==> config.mk <==
export PLATFORM = sky130hd
export DESIGN_NAME = line_clear_ctrl
export DESIGN_NICKNAME = d
export VERILOG_FILES = /design/src/rtl/line_clear_ctrl.sv
export SDC_FILE = /design/constraint.sdc
export NUM_CORES = 1
export LEC_CHECK = 0
export CORE_UTILIZATION = 53
export CTS_CLUSTER_DIAMETER = 150
export DETAILED_ROUTE_END_ITERATION = 8
export GPL_TIMING_DRIVEN = 0
export PLACE_DENSITY = 0.85
export SYNTH_ARGS = -nofsm -noshare
export SYNTH_HDL_FRONTEND = slang
export SYNTH_SLANG_ARGS = --single-unit
==> constraint.sdc <==
create_clock -name clk -period 7.7 [get_ports clk]
set_clock_uncertainty 0.05 [all_clocks]
set_input_delay 0.77 -clock clk [delete_from_list [all_inputs] [get_ports clk]]
set_output_delay 0.77 -clock clk [all_outputs]
set_load 0.05 [all_outputs]
==> src/rtl/line_clear_ctrl.sv <==
// Post-landing sequencer for the settled-block grid: merges the active piece,
// collapses full rows bottom-up in a private work buffer and writes the result back.
module line_clear_ctrl #(
    parameter int ROWS    = 20,
    parameter int COLS    = 10,
    parameter int TOTAL_W = 16,
    localparam int CNT_W  = $clog2(ROWS + 1)
) (
    input  logic                       clk,
    input  logic                       reset,
    input  logic                       land_req,
    input  logic [ROWS-1:0][COLS-1:0]  grid_in,
    output logic                       merge,
    output logic                       clear_load,
    output logic [ROWS-1:0][COLS-1:0]  clear_grid,
    output logic                       busy,
    output logic                       done,
    output logic [CNT_W-1:0]           lines_now,
    output logic [TOTAL_W-1:0]         lines_total
);

    localparam int RW    = (ROWS > 1) ? $clog2(ROWS) : 1;
    localparam int SUM_W = ((TOTAL_W > CNT_W) ? TOTAL_W : CNT_W) + 1;
    localparam logic [SUM_W-1:0] TOTAL_MAX = SUM_W'({TOTAL_W{1'b1}});

    typedef enum logic [2:0] {
        IDLE,
        MERGE,
        SETTLE,
        SCAN,
        COMMIT,
        DONE
    } state_t;

    state_t                     state;
    state_t                     state_next;
    logic [ROWS-1:0][COLS-1:0]  work;
    logic [RW-1:0]              r;
    logic [CNT_W-1:0]           cnt;
    logic                       row_full;
    logic [SUM_W-1:0]           sum;

    assign row_full = (work[r] == {COLS{1'b1}});
    assign sum      = SUM_W'(lines_total) + SUM_W'(cnt);

    always_ff @(posedge clk) begin
        if (reset) begin
            state <= IDLE;
        end else begin
            state <= state_next;
        end
    end

    always_comb begin
        state_next = state;
        case (state)
            IDLE:    if (land_req) state_next = MERGE;
            MERGE:   state_next = SETTLE;
            SETTLE:  state_next = SCAN;
            SCAN:    if (!row_full && r == '0) state_next = COMMIT;
            COMMIT:  state_next = DONE;
            DONE:    state_next = IDLE;
            default: state_next = IDLE;
        endcase
    end

    // A full row stays at the same pointer so the row dropped into it is examined next.
    always_ff @(posedge clk) begin
        if (reset) begin
            work        <= '0;
            r           <= '0;
            cnt         <= '0;
            lines_now   <= '0;
            lines_total <= '0;
        end else begin
            case (state)
                SETTLE: begin
                    work <= grid_in;
                    r    <= RW'(ROWS - 1);
                    cnt  <= '0;
                end
                SCAN: begin
                    if (row_full) begin
                        for (int k = 1; k < ROWS; k++) begin
                            if (k <= int'(r)) work[k] <= work[k-1];
                        end
                        work[0] <= '0;
                        cnt     <= cnt + CNT_W'(1);
                    end else if (r != '0) begin
                        r <= r - RW'(1);
                    end
                end
                COMMIT: begin
                    lines_now   <= cnt;
                    lines_total <= (sum > TOTAL_MAX) ? {TOTAL_W{1'b1}} : TOTAL_W'(sum);
                end
                default: ;
            endcase
        end
    end

    assign merge      = (state == MERGE);
    assign clear_load = (state == COMMIT) && (cnt != '0);
    assign clear_grid = clear_load ? work : '0;
    assign busy       = (state != IDLE);
    assign done       = (state == DONE);

endmodule

==> flow_summary.toml <==
[logic_synthesis]
ys_warn_count = 0
ys_types = 51
synth_edf_count = 0
ys_ff_latch = 234
syn_inst = 1726
synth.avg_cell_area_um2 = 8.66
syn-cell-area_um2 = 15000
synth_top_area_cell = "dfxtp_1"
netlist_top_cells_area = "dfxtp_1 (31%), mux2i_1 (17%), a211oi_1 (16%)"
synth.top_cell.area_share_pct = 31.3
async_reset_ff_share_pct = 0
synth-seq-area-share_pct = 31.3
syn_nets = 1942
yosys_most_used_dff = "dfxtp_1"

[status]
status = "finished clean"

[clock_network]
cts_tree = "built"
postCtsSetupBuffers = 0
cts_buffers = 26
cts_sinks = 234
cts_resized = 0
root_buffer = "clkbuf_16"
clkTransAtPathRegs_ns = 0.06
clock_path_buffers = 3
clk-insertion-delay-late_ns = 0.55
hold_buffers = 0
h-tree-depth = 1

[finish]
drive_gt1_share_pct = 5.41
nets = 2396
syn_to_final_growth_pct = 37.6
design_area_um2 = 20600
fin_util_pct = 74.1
final_cell_count_no_fill = 2579

[critical_path]
cp-start-kind = "flip-flop"
critPathRequiredTime_ns = 6.88
arrival_ns = 4.29
cp_max_fo = 10
crit_type = "flip-flop to output pin"
setup.worst_path.end_class = "output pin"

[power_and_ir_drop]
irDropWorstVdd_uv = 144
total_power_mw = 3.97
power_leakage_nw = 6.96
powerDensity_nw_per_um2 = 193

[floorplan]
core_um2 = 27800
pin_count = 428
fp-row-count = 61
die_w_um = 170
start_util_pct = 53.8
dieArea_um2 = 28900
die_h_um = 170

[placement]
gp_congestion = 0.991
port_buffers = 426
placed_cell_area_um2 = 19700
pre_cts_ws_ns = 3.26
hpwlAfterDp_mm = 50.9
dp_cells = 2530

[route]
vias = 17100
drtIter0Drc = 2585
drc = 0
drt_first_pass_iters = 7
routed_wl_mm = 67.5
postRouteAntennaNets = 0
wire_per_inst_um = 26.2
vias_per_cell = 6.64

[global_routing]
grt.busiest_layer = "met2"
first_global_vias = 16300
grt_util_met1_pct = 57.9
grt_pass1_wl_mm = 98.8
antenna_found_initial = 2
use_met3_pct = 8.88
met2_usage_pct = 70.6
overflow = 0
grt_max_degree = 14
grtUsageTotal_pct = 44.9

[timing]
max_freq_mhz = 196
hold_violations = 0
worst_pin_slew_ns = 1.32
whs_ns = 0.416
finalWorstSetupSlack_ns = 2.59
finalSetupTns_ns = 0
fin_crit_ns = 5.11
rsz0062_at_grt = "no"
slew_viol_final = 0
timing.final.crit_share_pct = 66.3
setup_viol = 0
maxSlewHeadroom_pct = 11.8

[worst_hold_path]
hp-class = "flip-flop to flip-flop"

[flow_run]
cap_violations = 0
flip-flops by register name, indices dropped and copies added, names as in the netlist:
register,cells
r,5
work,200
cnt,5
lines_total,16
state,3
lines_now,5
layout by cell type (no fill, tap or decap), types with 12 or more instances in the layout:
cell type and instances:
mux2i_1 252, and2_1 214, ha_1 12, a311oi_1 45
o22ai_1 50, clkbuf_1 135, o21ai_0 27, nor2b_1 15
nand3_1 62, a21oi_1 36, dfxtp_1 234, clkdlybuf4s50_1 426
buf_2 33, clkbuf_16 27, a211oi_1 325, nor2_1 52
nand2_1 92
report_power, final:
part           total, mW  switching (mW)  internal (mW)
sequential          1.55           0.203           1.35
combinational       1.12           0.664          0.454
clock               1.31           0.539          0.769
final cells by class:
| type | count | area, um2 |
|---|---|---|
| antenna | 2 | 5.00 |
| buffer | 186 | 805 |
| sequential | 234 | 4680 |
| fill | 2143 | 7200 |
| clock buffer | 35 | 776 |
| multi-input combinational | 1296 | 9430 |
| clock inverter | 12 | 110 |
| timing repair buffer | 426 | 4260 |
| tap | 378 | 473 |
| inverter | 10 | 37.5 |
Yosys cell counts, types with 3 or more instances:
library cell  count
a211oi_1        325
mux2i_1         252
dfxtp_1         234
and2_1          214
clkbuf_1        134
nand2_1          92
nand3_1          62
nor2_1           52
o22ai_1          50
a311oi_1         45
a21oi_1          36
buf_2            33
o21ai_0          27
nor2b_1          15
ha_1             12
a21o_1           11
o211ai_1         11
a211oi_4         10
inv_1            10
mux2_2           10
nor3_1           10
nand2b_1          8
buf_4             7
buf_1             6
or3_1             6
xor2_1            6
a31oi_1           5
buf_6             5
nand4_1           4
or4_1             4
xnor2_1           4
o21a_1            3
or2_2             3
worst max-delay path, stage by stage, from the launching register on:
cell and delay (ns):
dfxtp_1 0.32, clkbuf_1 0.32, clkbuf_1 0.66, buf_1 0.79, clkbuf_1 0.53, nor3b_1 0.28, clkdlybuf4s50_1 0.85
path summary, 6_finish.rpt:
| kind | startpoint | to | slack (ns) | cells past startpoint |
|---|---|---|---|---|
| setup / recovery | state[0] | merge | 2.59 | 6 |
| hold / removal | lines_now[1] | lines_now[1] | 0.42 | 2 |
| setup reg to reg | r[2] | work[27] | 3.67 | 12 |
| hold reg to reg | lines_now[1] | lines_now[1] | 0.42 | 2 |
kinds of logic (layout without fill, tap and decap cells):
kind of cell,after synthesis,count (layout),share of synthesized area (%)
AOI/OAI and AO/OA,532,532,26.5
muxes,262,262,17.6
buffers and inverters,196,669,5.63
DFF,234,234,31.3
other,0,2,0
adders and majority gates,13,13,1.14
xor gates and xnor gates,10,10,0.586
and+or+nand+nor,479,479,17.2
routing by layer:
metal	vias up	routed length [um]
met1	8107	25900
met4	0	4040
li1	7389	-
met2	1354	29800
met3	278	7700
met5	-	0
Power figures use the tool's default switching activity.
